### config.mk
export PLATFORM = sky130hd
export DESIGN_NAME = logic_pipe_stage_array
export DESIGN_NICKNAME = d
export VERILOG_FILES = /design/src/rtl/logic_pipe_stage_array.sv
export SDC_FILE = /design/constraint.sdc
export NUM_CORES = 1
export LEC_CHECK = 0
export BUFFER_PORTS_ARGS = -buffer_cell sky130_fd_sc_hd__buf_4
export CORE_UTILIZATION = 25
export CTS_CLUSTER_SIZE = 30
export DETAILED_ROUTE_END_ITERATION = 10
export SETUP_SLACK_MARGIN = 0.4
export SLEW_MARGIN = 30
export SYNTH_ARGS = -nofsm -noshare
export SYNTH_HDL_FRONTEND = slang
export SYNTH_HIERARCHICAL = 1
export SYNTH_SLANG_ARGS = --single-unit
### constraint.sdc
create_clock -name clk -period 1.9 [get_ports clk]
set_clock_uncertainty 0.15 [all_clocks]
set_input_delay 0.19 -clock clk [delete_from_list [all_inputs] [get_ports clk]]
set_output_delay 0.19 -clock clk [all_outputs]
set_load 0.005 [all_outputs]
### src/rtl/logic_pipe_stage_array.sv
// Clocked three-input gate: d = ~(a&b)|c, e = a&b, carried through LATENCY
// valid/ready register stages with bubble collapse and a saturating transfer counter.

module logic_pipe_stage #(
  parameter int WIDTH = 4
) (
  input  logic             clk,
  input  logic             rst,
  input  logic             i_load,
  input  logic             i_vld,
  input  logic [WIDTH-1:0] i_d,
  input  logic [WIDTH-1:0] i_e,
  output logic             o_vld,
  output logic [WIDTH-1:0] o_d,
  output logic [WIDTH-1:0] o_e
);
  logic             r_vld;
  logic [WIDTH-1:0] r_d, r_e;

  always_ff @(posedge clk) begin
    if (rst) begin
      r_vld <= 1'b0;
      r_d   <= '0;
      r_e   <= '0;
    end else if (i_load) begin
      r_vld <= i_vld;
      r_d   <= i_d;
      r_e   <= i_e;
    end
  end

  assign o_vld = r_vld;
  assign o_d   = r_d;
  assign o_e   = r_e;
endmodule

module logic_pipe_stage_array #(
  parameter int WIDTH   = 4,
  parameter int LATENCY = 3,
  parameter int CNT_W   = 8
) (
  input  logic             clk,
  input  logic             rst,
  input  logic             in_valid,
  output logic             in_ready,
  input  logic [WIDTH-1:0] a,
  input  logic [WIDTH-1:0] b,
  input  logic [WIDTH-1:0] c,
  output logic             out_valid,
  input  logic             out_ready,
  output logic [WIDTH-1:0] d,
  output logic [WIDTH-1:0] e,
  output logic [CNT_W-1:0] xfer_cnt
);
  logic [LATENCY-1:0]            w_vld;
  logic [LATENCY:0]              w_rdy;
  logic [LATENCY-1:0][WIDTH-1:0] w_d, w_e;
  logic [WIDTH-1:0]              w_and;
  logic [CNT_W-1:0]              r_cnt;

  assign w_and = a & b;

  // A stage may advance if it is empty or the stage below it can advance.
  always_comb begin
    w_rdy          = '0;
    w_rdy[LATENCY] = out_ready;
    for (int i = LATENCY - 1; i >= 0; i--)
      w_rdy[i] = ~w_vld[i] | w_rdy[i+1];
  end

  for (genvar gi = 0; gi < LATENCY; gi++) begin : g_stage
    logic             w_vin;
    logic [WIDTH-1:0] w_din, w_ein;
    if (gi == 0) begin : g_head
      assign w_vin = in_valid;
      assign w_din = ~w_and | c;
      assign w_ein = w_and;
    end else begin : g_body
      assign w_vin = w_vld[gi-1];
      assign w_din = w_d[gi-1];
      assign w_ein = w_e[gi-1];
    end
    logic_pipe_stage #(.WIDTH(WIDTH)) u_stage (
      .clk    (clk),
      .rst    (rst),
      .i_load (w_rdy[gi]),
      .i_vld  (w_vin),
      .i_d    (w_din),
      .i_e    (w_ein),
      .o_vld  (w_vld[gi]),
      .o_d    (w_d[gi]),
      .o_e    (w_e[gi])
    );
  end

  always_ff @(posedge clk) begin
    if (rst)
      r_cnt <= '0;
    else if (out_valid && out_ready && (r_cnt != {CNT_W{1'b1}}))
      r_cnt <= r_cnt + 1'b1;
  end

  assign in_ready  = w_rdy[0] & ~rst;
  assign out_valid = w_vld[LATENCY-1];
  assign d         = w_d[LATENCY-1];
  assign e         = w_e[LATENCY-1];
  assign xfer_cnt  = r_cnt;
endmodule

==> metrics.md, run 1 <==
| Metric | Value |
|---|---|
| Post-detailed-route DRC marker count | `0` |
| Number of nets at the end of the flow | `202` |
| IO buf count | `33` |
| Data arrival time at the worst-slack endpoint | `1.51 ns` |
| Power density cells | `716.7 mW/mm2` |
| Peak ir drop on the vdd network | `288.0 uV` |
| Core Rows | `27` |
| Sort of element at the end of the critical path | `register` |
| Max-Slew Margin vs Limit | `65.10%` |
| CP Launch Type | `register` |
| Cell type with the largest total area after synthesis | `sky130_fd_sc_hd__dfxtp_1` |
| Max Fclk | `675.9 MHz` |
| Type of the worst setup path | `register to register` |
| Die extent in y | `79.37 um` |
| Final Max Slew Viols | `0` |
| Dpl hpwl | `1944 um` |
| Outcome | `finished clean` |
| Max_cap viols | `0` |
| Total Routing Usage GR | `10.02%` |
| Total Die Area | `0.006299 mm2` |
| Met3 track demand over resource | `2.989%` |
| Yosys reg bits | `35` |
| Core Box Area | `0.005642 mm2` |
| Dominant cells by area after synthesis | `sky130_fd_sc_hd__dfxtp_1 (47%), sky130_fd_sc_hd__mux2i_1 (19%), sky130_fd_sc_hd__nor2_1 (7.8%)` |
| Number of vias per cell after detailed routing | `4.357` |
| Library cells used by synthesis | `28` |
| Share of the synthesized area in the top cell type | `46.82%` |
| Layout area overhead | `30.27%` |
| Share of cells above drive strength 1 | `31.18%` |
| Global-route wire length before repair | `4747 um` |
| Clock tree from TritonCTS | `yes` |
| Remaining number of nets flagged by the antenna check after routing | `0` |
| Largest net degree at the start of global routing | `40` |
| Instance count of the mapped netlist | `148` |
| Fraction of registers with async set or reset after synthesis | `0%` |
| Final Routed Wirelength | `2922 um` |
| Leakage component of the power | `0.9538 nW` |
| Post-Syn Nets | `165` |
| Syn_area_per_cell | `10.11 um2` |
| Vias in the first global route | `1015` |
| Net Sw Power | `332.2 uW` |
| Part of the Yosys area used for sequential elements | `46.82%` |
| Wire length per cell | `11.33 um` |
| Post-synth EDFFs | `0` |
| Die X-Extent | `79.37 um` |
| Number of detailed-routing iterations run before antenna repair | `4` |
| Non-filler instance count after layout | `258` |
| Share of total power in sequential cells | `55.1%` |
| Fill count | `571` |
| Global routing's busiest layer | `met2` |
| Number of buffers between clock root and the deepest sink | `2` |
| Count of vias placed by the detailed router | `1124` |
| Utilization after layout | `34.55%` |
| Count leader, synth | `sky130_fd_sc_hd__dfxtp_1` |
| Number of antenna violations at the first check in global routing | `0` |
| Number of synthesis warnings | `6` |
| Clock-pin slew on the worst setup and hold paths | `0.07 ns` |
| Post-placement cell count | `246` |
| Syn Std Cell Area | `0.001496 mm2` |
| Path type of the worst min-delay path | `primary input to register` |
| I/O pin count | `34` |
| Shortest clock period the worst path allows after layout | `1.480 ns` |
| Finished Cell Area | `0.001949 mm2` |
| Final Hold Violating Endpoints | `0` |
| Transition time at the pin with the least slew margin | `0.5230 ns` |
| Met1 global-route usage | `12.78%` |
| Number of antenna repair diodes | `0` |
| Combinational share of power | `6.8%` |
| Commonest cells post-synth | `sky130_fd_sc_hd__dfxtp_1 (35), sky130_fd_sc_hd__nor2_1 (31), sky130_fd_sc_hd__mux2i_1 (28)` |
| Sinks on Clock Net | `35` |
| Number of DRC markers in iteration 0 | `69` |
| Unrepaired setup endpoints after global routing | `true` |
| Weighted congestion at the end of routability-driven global placement | `0.7965` |
| Maximum fanout along the worst path | `2` |
| Clock root buffer master | `sky130_fd_sc_hd__clkbuf_8` |
| Internal power summed over all cells | `1.065 mW` |
| Remaining global-route overflow | `0` |
| Num CTS Buffers | `5` |
| Portion of the clock cycle consumed by the worst path in the final layout | `77.87%` |
| Total Negative Setup Slacks | `0 ns` |
| Initial Utilization | `26.52%` |
| Level count of the clock H-tree | `2` |
| Fraction of power spent switching nets | `23.78%` |
| Placed inst area | `0.001799 mm2` |
| Share of total power in the clock network | `38.1%` |
| Primary flip-flop cell chosen by synthesis mapping | `sky130_fd_sc_hd__dfxtp_1` |
| Insertion delay to the later sink of the worst-skew pair | `0.29 ns` |
| Data required time of the worst path | `1.93 ns` |
| Final setup violating endpoints | `0` |
| GR Layer Usage met2 | `14.74%` |
-- critical path: stages (launching register included) --
cell                       delay [ns]
sky130_fd_sc_hd__dfxtp_4         0.35
sky130_fd_sc_hd__ha_4            0.15
sky130_fd_sc_hd__and4_4          0.20
sky130_fd_sc_hd__a211oi_2        0.21
sky130_fd_sc_hd__mux2_4          0.31
-- power by group through the flow --
stage | Clock (mW) | Combinational [mW] | Sequential [mW]
floorplan | 0 | 0.0492 | 0.787
detailed placement | 0 | 0.0917 | 0.790
CTS | 0.549 | 0.0965 | 0.770
finish | 0.532 | 0.0950 | 0.770
global route | 0.579 | 0.106 | 0.772
global placement | 0 | 0.0896 | 0.790
-- state kept, by name (all words and copies together) (netlist names) --
register               count
xfer_cnt                   8
g_stage.u_stage/o_d       12
g_stage.u_stage/o_e       12
g_stage.u_stage/o_vld      3
-- logic make-up after synthesis --
kind of cell,synth area share (%)
compound gates,8.111
flops,46.82
simple gates,18.98
fa+ha+maj,0.8360
buf+inv,4.515
mux,20.74
-- repair_timing --
action	CTS	global route
buffers inserted	3	0
endpoints found under the setup margin	25	10
hold endpoints to repair	1	0
gates resized for setup	8	1
hold buffers	1	0
pin swaps	2	1
-- cell usage in the layout (no fill, tap or decap), types with 2 or more instances in the layout --
cell and instances:
sky130_fd_sc_hd__buf_4 37, sky130_fd_sc_hd__dfxtp_1 32, sky130_fd_sc_hd__nor2_1 31, sky130_fd_sc_hd__mux2i_1 28, sky130_fd_sc_hd__nand2b_1 6, sky130_fd_sc_hd__clkbuf_8 5
sky130_fd_sc_hd__and2_1 4, sky130_fd_sc_hd__a31oi_1 4, sky130_fd_sc_hd__nor2b_1 3, sky130_fd_sc_hd__nor3_1 3, sky130_fd_sc_hd__inv_1 2, sky130_fd_sc_hd__and3_1 2
sky130_fd_sc_hd__nand2_1 2, sky130_fd_sc_hd__nand4_1 2, sky130_fd_sc_hd__mux2_4 2, sky130_fd_sc_hd__clkinvlp_4 2, sky130_fd_sc_hd__dfxtp_4 2
-- stage by stage --
stage | hold WS, ns | total power [mW] | worst slack [ns]
finish | 0.08748 | 1.397 | 0.4205
global route | 0.1260 | 1.458 | 0.3415
CTS | 0.07787 | 1.415 | 0.3815
detailed placement | 0.2837 | 0.8813 | 0.2058
global placement | 0.2887 | 0.8796 | 0.2981
floorplan | 0.1872 | 0.8358 | 0.4268
-- area by class of cell --
cell class / instances / area (um2) / share of cell area (%)
Inverter: 2 / 7.507 / 0.3851
Multi-Input combinational cell: 103 / 765.7 / 39.28
Timing Repair Buffer: 38 / 287.8 / 14.76
Tap cell: 72 / 90.09 / 4.621
Clock inverter: 3 / 20.02 / 1.027
Clock buffer: 5 / 68.82 / 3.530
Sequential cell: 35 / 709.4 / 36.39
-- worst paths after layout --
| check | startpoint | end | slack (ns) | cells past startpoint |
|---|---|---|---|---|
| max | xfer_cnt[0] | xfer_cnt[3] | 0.42 | 4 |
| min | c[3] | g_stage[0].u_stage/o_d[3] | 0.09 | 4 |
| max reg2reg | xfer_cnt[0] | xfer_cnt[3] | 0.42 | 4 |
| min reg2reg | g_stage[2].u_stage/o_e[1] | g_stage[2].u_stage/o_e[1] | 0.34 | 2 |
-- metal layers --
| metal | wire length, um | vias up |
|---|---|---|
| met5 | 0 | - |
| li1 | - | 589 |
| met3 | 152 | 7 |
| met2 | 1216 | 27 |
| met4 | 70 | 0 |
| met1 | 1483 | 501 |
Power figures use the tool's default switching activity.
==> inputs of run 2 (changes only) <==
--- a/config.mk
+++ b/config.mk
@@ -5,6 +5,7 @@
 export SDC_FILE = /design/constraint.sdc
 export NUM_CORES = 1
 export LEC_CHECK = 0
+export ABC_AREA = 1
 export BUFFER_PORTS_ARGS = -buffer_cell sky130_fd_sc_hd__buf_4
 export CORE_UTILIZATION = 25
 export CTS_CLUSTER_SIZE = 30
==> constraint.sdc (replaced) <==
create_clock -name clk -period 1.4 [get_ports clk]
set_clock_uncertainty 0.15 [all_clocks]
set_input_delay 0.14 -clock clk [delete_from_list [all_inputs] [get_ports clk]]
set_output_delay 0.14 -clock clk [all_outputs]
set_load 0.005 [all_outputs]
==> run 2 against run 1 <==
  * Final cell count is 56% higher
  * Utilization increased by 4.8 points
  * Via count is 43% higher
  * Worst setup slack got worse by 0.39 ns
  * Largest cell class unchanged
  * Maximum frequency rose by 8.3%
  * Critical path type unchanged
==> metrics.md, run 2 <==
| Metric | Value |
|---|---|
| Unrepaired setup endpoints after global routing | `true` |
| Final worst slack | `0.03451 ns` |
| Number of antenna violations at the first check in global routing | `0` |
| Number of DRC markers in iteration 0 | `77` |
| Number of detailed-routing iterations run before antenna repair | `6` |
| Portion of the clock cycle consumed by the worst path in the final layout | `97.54%` |
| Post-synthesis xor/xnor area fraction | `0.5102%` |
| Power density cells | `824.7 mW/mm2` |
| Core Rows | `29` |
| Fraction of power spent switching nets | `24.05%` |
| Number of nets at the end of the flow | `341` |
| Die X-Extent | `84.87 um` |
| Data required time of the worst path | `1.47 ns` |
| Max Fclk | `732.3 MHz` |
| Insertion delay to the later sink of the worst-skew pair | `0.28 ns` |
| Clock tree from TritonCTS | `yes` |
| Outcome | `finished clean` |
| Die extent in y | `84.87 um` |
| Number of vias per cell after detailed routing | `3.988` |
| Initial Utilization | `26.43%` |
| Data arrival time at the worst-slack endpoint | `1.43 ns` |
| Transition time at the pin with the least slew margin | `0.3257 ns` |
| Share of cells above drive strength 1 | `37.54%` |
| Maximum fanout along the worst path | `8` |
| Clock root buffer master | `sky130_fd_sc_hd__clkbuf_8` |
| Most used cells in the layout excluding fill and tap cells | `sky130_fd_sc_hd__nand2_1 (70), sky130_fd_sc_hd__nor2_1 (58), sky130_fd_sc_hd__inv_1 (41)` |
| Net Sw Power | `507.6 uW` |
| Dpl hpwl | `2357 um` |
| Syn_area_per_cell | `6.478 um2` |
| Clock-pin slew on the worst setup and hold paths | `0.07 ns` |
| Fraction of registers with async set or reset after synthesis | `0%` |
| Count leader, synth | `sky130_fd_sc_hd__nand2_1` |
| Number of antenna repair diodes | `0` |
| Layout area overhead | `49.05%` |
| Total Negative Setup Slacks | `0 ns` |
| Max-Slew Margin vs Limit | `78.21%` |
| GR Layer Usage met2 | `16.63%` |
| Share of total power in the clock network | `39.3%` |
| Sinks on Clock Net | `35` |
| Path type of the worst min-delay path | `primary input to register` |
| Combinational share of power | `10.9%` |
| Dominant combinational cell family by area after synthesis | `simple AND/OR/NAND/NOR gates` |
| Part of the Yosys area used for sequential elements | `40.82%` |
| Total Die Area | `0.007202 mm2` |
| Primary flip-flop cell chosen by synthesis mapping | `sky130_fd_sc_hd__dfxtp_1` |
| Internal power summed over all cells | `1.603 mW` |
| Share of the synthesized area in the top cell type | `40.82%` |
| Largest net degree at the start of global routing | `19` |
| Final Max Slew Viols | `0` |
| Final setup violating endpoints | `0` |
| Post-detailed-route DRC marker count | `0` |
| Utilization after layout | `39.40%` |
| Leakage component of the power | `1.345 nW` |
| Global routing's busiest layer | `met2` |
| Final Routed Wirelength | `3803 um` |
| Multiplexer share of the synthesized area | `0%` |
| Weighted congestion at the end of routability-driven global placement | `0.8601` |
| Post-synthesis adder-cell area fraction | `0.7289%` |
| Yosys reg bits | `35` |
| Count of vias placed by the detailed router | `1603` |
| Finished Cell Area | `0.002559 mm2` |
| Post-synth EDFFs | `0` |
| Peak ir drop on the vdd network | `319.2 uV` |
| Basic-gate share of the synthesized area counting and, or, nand and nor cells | `40.96%` |
| Shortest clock period the worst path allows after layout | `1.365 ns` |
| Num CTS Buffers | `5` |
| CP Launch Type | `register` |
| Wire length per cell | `9.460 um` |
| Sort of element at the end of the critical path | `register` |
| Global-route wire length before repair | `6299 um` |
| Vias in the first global route | `1472` |
| Remaining global-route overflow | `0` |
| Remaining number of nets flagged by the antenna check after routing | `0` |
| Placed inst area | `0.002036 mm2` |
| IO buf count | `33` |
| Total Routing Usage GR | `10.71%` |
| Fill count | `671` |
| Share of total power in sequential cells | `49.9%` |
| Number of buffers between clock root and the deepest sink | `2` |
| Instance count of the mapped netlist | `265` |
| Dominant cells by area after synthesis | `sky130_fd_sc_hd__dfxtp_1 (41%), sky130_fd_sc_hd__nand2_1 (17%), sky130_fd_sc_hd__nor2_1 (14%)` |
| Complex-gate fraction of the synthesized area | `2.332%` |
| Level count of the clock H-tree | `2` |
| Final Hold Violating Endpoints | `0` |
| I/O pin count | `34` |
| Library cells used by synthesis | `19` |
| Worst setup slack after placement | `0.08471 ns` |
| Number of synthesis warnings | `6` |
| Post-Syn Nets | `282` |
| Core Box Area | `0.006495 mm2` |
| Commonest cells post-synth | `sky130_fd_sc_hd__nand2_1 (80), sky130_fd_sc_hd__nor2_1 (66), sky130_fd_sc_hd__inv_1 (41)` |
| Syn Std Cell Area | `0.001717 mm2` |
| Most common cell after layout, fill and taps aside | `sky130_fd_sc_hd__nand2_1` |
| Type of the worst setup path | `register to register` |
| Met3 track demand over resource | `3.307%` |
| Max_cap viols | `0` |
| Met1 global-route usage | `13.75%` |
| Cell type with the largest total area after synthesis | `sky130_fd_sc_hd__dfxtp_1` |
-- run 2: final cells by class --
| cell class | instances | area (um2) | area share (%) |
|---|---|---|---|
| sequential | 35 | 744.5 | 29.10 |
| inverter | 46 | 175.2 | 6.846 |
| clock buffer | 6 | 93.84 | 3.667 |
| multi-input combinational | 180 | 914.6 | 35.75 |
| timing repair buffer | 56 | 520.5 | 20.34 |
| tap | 77 | 96.34 | 3.765 |
| clock inverter | 2 | 13.76 | 0.5379 |
-- run 2: cells by family after synthesis --
kind of cell,count (synthesis)
adders and majority gates,1
and+or+nand+nor,168
xor gates and xnor gates,1
DFF,35
buffers and inverters,52
AOI/OAI and AO/OA,8
-- run 2: power groups by stage --
stage | logic (mW) | registers [mW] | clock network (mW)
after floorplan | 0.103 | 1.08 | 0
after global placement | 0.176 | 1.08 | 0
after detailed placement | 0.178 | 1.08 | 0
after CTS | 0.207 | 1.05 | 0.855
after global routing | 0.262 | 1.06 | 0.919
final | 0.230 | 1.05 | 0.828
-- run 2: metrics by stage --
stage	hold slack [ns]	power [mW]	std cells
floorplan	0.04936	1.180	265
CTS	0.01438	2.114	391
global placement	0.2316	1.255	371
global route	0.05953	2.238	402
detailed placement	0.2318	1.258	371
finish	0.02245	2.110	402
-- run 2: metal layers --
metal,share of wire [%],vias to the layer above
li1,-,889
met1,49,675
met2,46,37
met3,3.8,2
met4,0.87,0
met5,0,-
-- run 2: final timing paths --
path,start,slack (ns),cells past startpoint,end
max reg2reg,xfer_cnt[1],0.03,8,xfer_cnt[7]
max,xfer_cnt[1],0.03,8,xfer_cnt[7]
min,in_valid,0.02,5,g_stage[0].u_stage/o_vld
min reg2reg,g_stage[2].u_stage/o_d[3],0.32,2,g_stage[2].u_stage/o_d[3]
-- run 2: worst max-delay path, cell delays in order, from the launching register on --
cell and delay [ns]:
sky130_fd_sc_hd__dfxtp_4 0.37, sky130_fd_sc_hd__ha_4 0.15, sky130_fd_sc_hd__nand2_4 0.06, sky130_fd_sc_hd__nor2_4 0.14, sky130_fd_sc_hd__nand2_4 0.10, sky130_fd_sc_hd__nand2_8 0.12
sky130_fd_sc_hd__buf_6 0.11, sky130_fd_sc_hd__nor2_4 0.03, sky130_fd_sc_hd__nor2_1 0.07
-- run 2: repair_timing --
action | in CTS | in global routing
hold buffers | 1 | 0
gates cloned | 0 | 2
setup endpoints to repair | 53 | 53
hold endpoints to repair | 3 | 0
buffers inserted | 11 | 9
resized for setup | 48 | 27
pin swaps | 7 | 14
